--- src/rtl/mod_updown_counter.sv ---
// Modulo up/down counter with load clamp, wrap/saturate modes, cascade TC and registered WRAP pulse.
// Latency: OUT and WRAP update one cycle after the qualifying edge; TC is combinational from current state/inputs.
// No backpressure: every E cycle is a step (or a prescaler tick when MOD_COUNTER_PRESCALE_EN is defined); RST > LOAD > E.
module mod_updown_counter #(
  parameter int           N       = 8,
  parameter logic [N-1:0] RST_VAL = '0
`ifdef MOD_COUNTER_PRESCALE_EN
  ,
  parameter int           P       = 4
`endif
) (
  input  logic         CLK,
  input  logic         RST,
  input  logic         E,
  input  logic         D,
  input  logic         LOAD,
  input  logic [N-1:0] DATA_IN,
  input  logic [N-1:0] LIMIT,
  input  logic         SAT,
`ifdef MOD_COUNTER_PRESCALE_EN
  input  logic [P-1:0] PRE_DIV,
`endif
  output logic [N-1:0] OUT,
  output logic         TC,
  output logic         WRAP
);

  // Range-position decode of the current count against the modulus top.
  logic at_top;     // OUT >= LIMIT: next up step leaves the range
  logic above_top;  // OUT >  LIMIT: LIMIT was lowered under the count
  logic at_zero;    // OUT == 0: next down step leaves the range

  // Step qualification: true on cycles where the counter actually moves.
  logic step_en;

  // Next-state of the count and wrap flag for an enabled step.
  logic [N-1:0] step_out;
  logic         step_wrap;

  // Load value after clamping into 0..LIMIT.
  logic [N-1:0] load_val;

`ifdef MOD_COUNTER_PRESCALE_EN
  logic [P-1:0] pre_cnt;
  logic         pre_hit;

  assign pre_hit = (pre_cnt == PRE_DIV);
  assign step_en = E & pre_hit;
`else
  assign step_en = E;
`endif

  assign at_top    = (OUT >= LIMIT);
  assign above_top = (OUT >  LIMIT);
  assign at_zero   = (OUT == '0);

  assign load_val = (DATA_IN <= LIMIT) ? DATA_IN : LIMIT;

  // Terminal count drives the E of a cascaded stage: high only when this cycle's step will wrap.
  assign TC = step_en & ~LOAD & ~RST & ~SAT & ((~D & at_top) | (D & at_zero));

  // Compute the count and wrap flag an enabled step would produce; compare-based so nothing overflows N bits.
  always_comb begin
    step_out  = OUT;
    step_wrap = 1'b0;
    if (!D) begin
      if (at_top) begin
        if (SAT) begin
          // Hold at the top, or pull an out-of-range count back down to it.
          step_out  = LIMIT;
          step_wrap = 1'b0;
        end else begin
          step_out  = '0;
          step_wrap = 1'b1;
        end
      end else begin
        step_out  = OUT + N'(1);
        step_wrap = 1'b0;
      end
    end else begin
      if (above_top) begin
        // Count stranded above a lowered LIMIT re-enters at the top without a wrap.
        step_out  = LIMIT;
        step_wrap = 1'b0;
      end else if (at_zero) begin
        if (SAT) begin
          step_out  = '0;
          step_wrap = 1'b0;
        end else begin
          step_out  = LIMIT;
          step_wrap = 1'b1;
        end
      end else begin
        step_out  = OUT - N'(1);
        step_wrap = 1'b0;
      end
    end
  end

  // Count register and one-cycle wrap pulse with RST > LOAD > E priority.
  always_ff @(posedge CLK) begin
    if (RST) begin
      OUT  <= RST_VAL;
      WRAP <= 1'b0;
    end else if (LOAD) begin
      OUT  <= load_val;
      WRAP <= 1'b0;
    end else if (step_en) begin
      OUT  <= step_out;
      WRAP <= step_wrap;
    end else begin
      WRAP <= 1'b0;
    end
  end

`ifdef MOD_COUNTER_PRESCALE_EN
  // Prescaler counts E cycles and restarts on each step; RST and LOAD restart the spacing.
  always_ff @(posedge CLK) begin
    if (RST || LOAD) begin
      pre_cnt <= '0;
    end else if (E) begin
      if (pre_hit) begin
        pre_cnt <= '0;
      end else begin
        pre_cnt <= pre_cnt + P'(1);
      end
    end
  end
`endif

endmodule

--- config.mk ---
export PLATFORM = sky130hd
export DESIGN_NAME = mod_updown_counter
export DESIGN_NICKNAME = d
export VERILOG_FILES = /design/src/rtl/mod_updown_counter.sv
export SDC_FILE = /design/constraint.sdc
export NUM_CORES = 1
export LEC_CHECK = 0
export CORE_MARGIN = 2
export CORE_UTILIZATION = 30
export CTS_BUF_LIST = sky130_fd_sc_hd__clkbuf_4 sky130_fd_sc_hd__clkbuf_8 sky130_fd_sc_hd__clkbuf_16
export CTS_CLUSTER_SIZE = 30
export DETAILED_ROUTE_END_ITERATION = 10
export HOLD_SLACK_MARGIN = 0.05
export PLACE_DENSITY = 0.58
export SLEW_MARGIN = 20
export SYNTH_ARGS = -nofsm -noshare
export SYNTH_HDL_FRONTEND = slang
export SYNTH_SLANG_ARGS = --single-unit
export TNS_END_PERCENT = 50
--- constraint.sdc ---
create_clock -name CLK -period 5.2 [get_ports CLK]
set_input_delay 1.3 -clock CLK [delete_from_list [all_inputs] [get_ports CLK]]
set_output_delay 1.3 -clock CLK [all_outputs]
set_load 0.03 [all_outputs]
# == After elaboration in Yosys (flattened, before gate mapping) ==
# Cells that the tools add are included.
# op_classes
add_sub_neg,2
reduce_logical,3
muxes,14
n_bitwise,12
magnitude_cmp,3
# ops
op,count
8-bit 2-to-1 mux,9
8-bit by 1-bit adder with 8-bit output (second input constant),1
8-bit >= comparator,1
8-bit > comparator,1
8-bit less-or-equal comparator,1
8-bit logical NOT,1
8-bit by 1-bit subtractor with 8-bit output (second input constant),1
1-bit bitwise AND,6
1-bit 2-to-1 mux,5
1-bit NOT,5
3-bit OR reduction,1
2-bit nonzero test,1
1-bit OR,1
# totals
elab_cells,36
output_inout_bits,10
reg_bits,9

# == Longest topological paths before layout ==
# Gate-level depths: netlist of run 1.
# logic_depth
depth_word,6
depth_mapped,9
mapped_depth_nobuf,8

# == Least setup slack after synthesis of run 1 ==
# No wires, ideal clock.
# synth_timing
kind,input to output
from,in LIMIT[3]
to,out TC
path_buffers,1
required_time_ns,3.900
setup_slack_ns,-0.122
arrival_time_ns,4.022
path_stages,8
cell_sequence,inv_1 > ha_1 > nand4_1 > a31oi_4 > or2_1 > buf_4 > nand2_2 > a2111oi_0
# synth_via
elab_chain_cells,4
# synth_rtl
element,line_no,rtl
start: declaration,18,"input logic [N-1:0] LIMIT,"
8-bit >= comparator,53,assign at_top = (OUT >= LIMIT);
1-bit bitwise AND,60,assign TC = step_en & ~LOAD & ~RST & ~SAT & ((~D & at_top) | (D & at_zero));
1-bit OR,60,
1-bit bitwise AND,60,
end: declaration,24,"output logic TC,"
# Every way passes these cells.

# == Final worst setup path of run 1 ==
# Same ends and word-level chain as after synthesis.

==> results.py, run 1 <==
metrics = {
    "clocking": {
        "cts_inserted_buffers": 3,
        "post_cts_buffers": 0,
        "worstSkewPairLatency_ns": 0.24,
        "cts_tree": "yes",
        "h-tree-depth": 1,
        "cts_resized": 0,
        "cts_hold_buf": 0,
        "cts.sinks": 9,
        "cts-root-buf": "clkbuf_8",
        "path_clk_slew_ns": 0.05,
        "cts_buffer_depth": 2,
    },
    "cells_and_area": {
        "final_layout_size_suffix_gt1_share_pct": 11.1,
        "n_fill_cell": 542,
        "seq_area_um2": 180,
        "multi_input_area_um2": 1190,
        "diodes": 0,
        "synthToLayoutAreaGrowth_pct": 26.8,
        "final_area_um2": 1880,
        "final_nets": 249,
    },
    "hold_path": {
        "hold_class": "reg -> reg",
        "min_from": "OUT[6]",
        "worstHoldPathCells": 2,
    },
    "floorplanning": {
        "die_h_um": 74.4,
        "num_rows": 25,
        "ios": 32,
        "dieArea_um2": 5530,
        "start_util_pct": 31.2,
        "die_x_um": 74.4,
        "design.core.area_um2": 4750,
    },
    "sta": {
        "post-route-min-period_ns": 4.89,
        "finalCritPeriodShare_pct": 94.0,
        "slew_headroom_pct": 59.5,
        "fmax_ghz": 0.205,
        "rsz0062_at_grt": "no",
        "tightest_slew_ns": 0.605,
        "setup_violations": 0,
        "drv_slew": 0,
        "final.setup.tns_ns": 0,
        "finalClockSkew_ns": 0.00137,
        "hold_viol_final": 0,
    },
    "grt": {
        "antenna_found_initial": 0,
        "grt_max_degree": 13,
        "grt_use_total_pct": 18.3,
        "grt_pass1_vias": 1530,
        "grt_pass1_wl_um": 7810,
        "gr-total-overflow": 0,
    },
    "place": {
        "dpl-instance-area_um2": 1830,
        "port_buffers": 31,
        "hpwlAfterDp_um": 3530,
        "gp_congestion": 0.892,
    },
    "logic_synthesis": {
        "synth_top_family_by_area": "compound AO/OA/AOI/OAI gates",
        "ys_ff_latch": 9,
        "synth_top_area_share_pct": 16.0,
        "synth_compound_area_share_pct": 27.1,
        "netlist-cell-type-count": 59,
        "synthSimpleGateAreaFrac_pct": 24.4,
        "netlist_instances": 178,
        "yosysSeqAreaShare_pct": 12.1,
        "netlist_area_um2": 1490,
        "synthMuxAreaShare_pct": 5.48,
        "ys_top_cells_by_area": "ha_1 16%, dfxtp_1 12%, mux2i_1 4.7%",
        "synthFlopType": "dfxtp_1",
        "synth_largest_area_cell": "ha_1",
        "synth_edf_count": 0,
        "synth_nets": 219,
        "synth_area_per_cell_um2": 8.34,
        "async_flop_share_pct": 0,
        "synthXorXnorAreaFrac_pct": 7.08,
        "synthAdderAreaFrac_pct": 16.0,
        "yosys_warnings": 0,
    },
    "detailed_routing": {
        "wl_um": 4600,
        "first_pass_iters": 4,
        "num_vias": 1521,
        "viasPerCell": 5.55,
        "drt_iter0_drc": 109,
        "drc": 0,
        "ant_nets": 0,
        "wl_per_cell_um": 16.8,
    },
    "worst_setup_path": {
        "r2r_start": "OUT[5]",
        "crit_chain": "clkdlybuf4s50_1, inv_1, ha_1, nand4_1, a31oi_4, or2_1, nand2_2, a2111oi_1, buf_4",
        "startpoint": "LIMIT[3]",
        "cp-end-kind": "output port",
        "worstPathRequired_ns": 3.90,
        "path_depth": 9,
        "reg2reg_depth": 8,
        "worst-endpoint-arrival_ns": 3.59,
        "start_kind": "primary input",
        "cpPeakStageDelay_ns": 0.56,
        "cp_top_family": "buffers and inverters",
        "slowest_stage": "clkdlybuf4s50_1",
        "path_buf_inv": 3,
        "crit_path_max_fanout": 4,
        "crit_type": "in -> out",
    },
    "power": {
        "p_per_area_nw_per_um2": 209,
        "ir_drop_v": 0.0000883,
        "p_leak_uw": 0.000740,
    },
    "outcome": {
        "status": "completed",
    },
    "run": {
        "max_cap_violations": 0,
    },
}
synth_stat cells, types with 2 or more instances:
master    number
nand2_2        2
clkbuf_1       2
a21oi_1        8
nor3_1         3
buf_6          2
a31oi_1        3
a311oi_1       3
mux2i_1        7
a221oi_1       6
inv_1         13
xor2_1         7
nand3_1        4
ha_1          19
a211oi_1       3
nand2b_1       4
nand4_1        7
or2_2          2
nor2_1        13
dfxtp_1        9
o211ai_1       3
nor4b_1        2
nand2_1        8
xnor2_1        5
o21bai_1       2
nor4_1         3
o221ai_1       2
a21o_1         2
buf_2          2
o21a_1         2
path summary, 6_finish.rpt:
kind	slack (ns)	to
max	0.31	TC
min	0.66	OUT[6]
max reg2reg	2.68	OUT[5]
min reg2reg	0.66	OUT[6]
logic make-up (layout without fill, tap and decap cells):
group,count (synthesis),in the layout
AOI/OAI and AO/OA,47,47
muxes,8,8
xor gates and xnor gates,12,12
DFF,9,9
and+or+nand+nor,61,61
adders and majority gates,19,19
buffers and inverters,22,51
where the power goes:
part | switching (uW) | total (uW) | internal, uW | leakage (uW)
logic | 113 | 204 | 91.1 | 0.000639
registers | 21.0 | 97.2 | 76.3 | 0.0000747
clock network | 33.5 | 92.7 | 59.2 | 0.0000262
cells in the final DEF, fill, tap and decap left out, drive strengths merged, types with 6 or more instances in the layout:
cell type,instances
a21oi,8
a221oi,6
clkdlybuf4s50,30
dfxtp,9
ha,19
inv,13
mux2i,7
nand2,10
nand4,7
nor2,13
xor2,7
metrics by stage:
stage | util (%) | total power, uW | hold slack (ns) | setup WS [ns] | cells
after floorplan | - | 233 | 0.725 | 0.276 | 178
after global placement | 38.6 | 301 | 0.651 | 0.390 | 270
after detailed placement | 38.6 | 299 | 0.644 | 0.357 | 270
after CTS | 39.6 | 395 | 0.657 | 0.315 | 274
after global routing | 39.6 | 421 | 0.704 | 0.0758 | 274
final | 39.6 | 394 | 0.663 | 0.311 | 274
per-layer routing:
| layer | GRT usage (%) | vias up | part of all wire (%) |
|---|---|---|---|
| met5 | 0 | - | 0 |
| met4 | 7.34 | 0 | 2.8 |
| met3 | 3.25 | 12 | 5.0 |
| met2 | 27.7 | 55 | 44 |
| met1 | 25.7 | 708 | 48 |
| li1 | - | 746 | - |
registers in the layout, indices dropped and copies added, names as in the netlist:
register	flops
WRAP	1
OUT	8
tightest hold or removal path: cells and delay by family, from the launching register on:
| family | cells | cell delay, ns |
|---|---|---|
| compound gates | 1 | 0.17 |
| flops | 1 | 0.39 |
| simple gates | 1 | 0.05 |
layout make-up:
type / instances / area share [%]
Sequential cell: 9 / 9.57
Tap cell: 67 / 4.45
Clock buffer: 4 / 2.59
Multi-Input combinational cell: 147 / 63.3
Timing Repair Buffer: 34 / 17.5
Inverter: 13 / 2.59
(Power assumes the default switching activity.)
==> run 2, diff against run 1 <==
DONT_BUFFER_PORTS = 1   (was not set)
PLACE_DENSITY = 0.5   (was 0.58)
SLEW_MARGIN = not set   (was 20)
==> run 2 against run 1 <==
  * Wire length fell by 3.9%
  * Clock-buffer cell count did not move
  * Sequential power rose by 10%
  * Hold slack improved by 0.15 ns
  * Via count decreased by 8.5%
  * Clock skew decreased by 0.00056 ns
  * Critical endpoint unchanged
==> results.py, run 2 (synthesis gave the netlist of run 1 again) <==
metrics = {
    "sta": {
        "tightest_slew_ns": 0.725,
        "setup_violations": 0,
        "fmax_ghz": 0.220,
        "final.setup.tns_ns": 0,
        "drv_slew": 0,
        "hold_viol_final": 0,
        "post-route-min-period_ns": 4.55,
        "holdWs_ns": 0.813,
        "slew_headroom_pct": 51.6,
        "rsz0062_at_grt": "no",
        "finalClockSkew_ns": 0.000803,
        "finalCritPeriodShare_pct": 87.4,
    },
    "floorplanning": {
        "ios": 32,
        "die_h_um": 74.4,
        "die_x_um": 74.4,
        "num_rows": 25,
        "dieArea_um2": 5530,
        "start_util_pct": 31.2,
        "design.core.area_um2": 4750,
    },
    "cells_and_area": {
        "layout_commonest_cell": "ha_1",
        "synthToLayoutAreaGrowth_pct": 6.40,
        "final_layout_size_suffix_gt1_share_pct": 13.1,
        "regMostFlops": "OUT",
        "largest_reg_flops": 8,
        "diodes": 0,
        "final_nets": 218,
        "top_regs": "OUT x8, WRAP x1",
        "final_cell_mix": "19 x ha_1, 13 x inv_1, 13 x nor2_1, 9 x dfxtp_1",
    },
    "power": {
        "power.share.sequential_pct": 30.2,
        "cellInternalPower_uw": 201,
        "p_leak_uw": 0.000620,
        "ir_drop_v": 0.0000651,
        "p_comb_share_pct": 43.1,
        "p_clk_share_pct": 26.6,
        "power_uw": 355,
        "p_sw_share_pct": 43.4,
        "switchingPower_uw": 154,
        "p_per_area_nw_per_um2": 225,
    },
    "worst_setup_path": {
        "start_kind": "primary input",
        "cp-end-kind": "output port",
        "crit_type": "in -> out",
        "worst-endpoint-arrival_ns": 3.25,
        "crit_path_max_fanout": 10,
        "worstPathRequired_ns": 3.90,
    },
    "hold_path": {
        "hold_class": "reg -> reg",
    },
    "clocking": {
        "worstSkewPairLatency_ns": 0.24,
        "cts-root-buf": "clkbuf_8",
        "h-tree-depth": 1,
        "cts_hold_buf": 0,
        "cts_tree": "yes",
        "post_cts_buffers": 0,
        "cts.sinks": 9,
        "cts_resized": 0,
        "cts_inserted_buffers": 3,
        "path_clk_slew_ns": 0.05,
        "cts_buffer_depth": 2,
    },
    "grt": {
        "antenna_found_initial": 0,
        "grt_max_degree": 13,
        "gr-total-overflow": 0,
        "grt_use_total_pct": 17.5,
        "grt_pass1_wl_um": 7240,
        "grt_pass1_vias": 1402,
    },
    "run": {
        "max_cap_violations": 0,
    },
    "detailed_routing": {
        "wl_per_cell_um": 18.2,
        "num_vias": 1392,
        "drt_iter0_drc": 100,
        "viasPerCell": 5.73,
        "drc": 0,
        "wl_um": 4420,
        "first_pass_iters": 4,
        "ant_nets": 0,
    },
    "place": {
        "port_buffers": 0,
        "hpwlAfterDp_um": 3560,
        "gp_congestion": 0.915,
    },
    "outcome": {
        "status": "completed",
    },
}
## run 2: final timing paths
check	cells past startpoint	slack, ns	to	from
max reg2reg	8	2.38	OUT[6]	OUT[5]
min reg2reg	2	0.81	OUT[6]	OUT[6]
max	8	0.65	TC	LIMIT[3]
min	2	0.81	OUT[6]	OUT[6]
## run 2: critical path, stage by stage
cell and delay (ns):
inv_1 0.04, ha_1 0.32, nand4_1 0.21, a31oi_4 0.35, or2_1 0.34, nand2_2 0.14
a2111oi_2 0.32, buf_4 0.22
## run 2: routing by layer
metal | up-vias | routed length, um | global-route usage [%]
met4 | 0 | 47 | 4.17
met5 | - | 0 | 0
met1 | 645 | 1890 | 23.9
met3 | 5 | 520 | 4.47
li1 | 679 | - | -
met2 | 63 | 1960 | 27.6
## run 2: layout make-up
| class | instances | area, um2 |
|---|---|---|
| clock buffers | 4 | 48.8 |
| fillers | 526 | 3170 |
| inverters | 13 | 48.8 |
| multi-input cells | 147 | 1200 |
| flip-flops and latches | 9 | 180 |
| well taps | 67 | 83.8 |
| repair buffers | 3 | 22.5 |
## run 2: power groups by stage
| stage | registers [uW] | logic, uW | clock network (uW) |
|---|---|---|---|
| after floorplan | 99.8 | 133 | 0 |
| after global placement | 109 | 154 | 0 |
| after detailed placement | 109 | 151 | 0 |
| after CTS | 108 | 153 | 97.9 |
| after global routing | 110 | 170 | 101 |
| final | 107 | 153 | 94.6 |
## run 2: metrics by stage
step | util, % | instance area, um2 | cells | setup WS [ns]
after global placement | 32.2 | 1530 | 239 | 0.707
after global routing | 33.2 | 1580 | 243 | 0.506
final | 33.2 | 1580 | 243 | 0.653
after floorplan | - | 1490 | 178 | 0.276
after CTS | 33.2 | 1580 | 243 | 0.676
after detailed placement | 32.2 | 1530 | 239 | 0.683
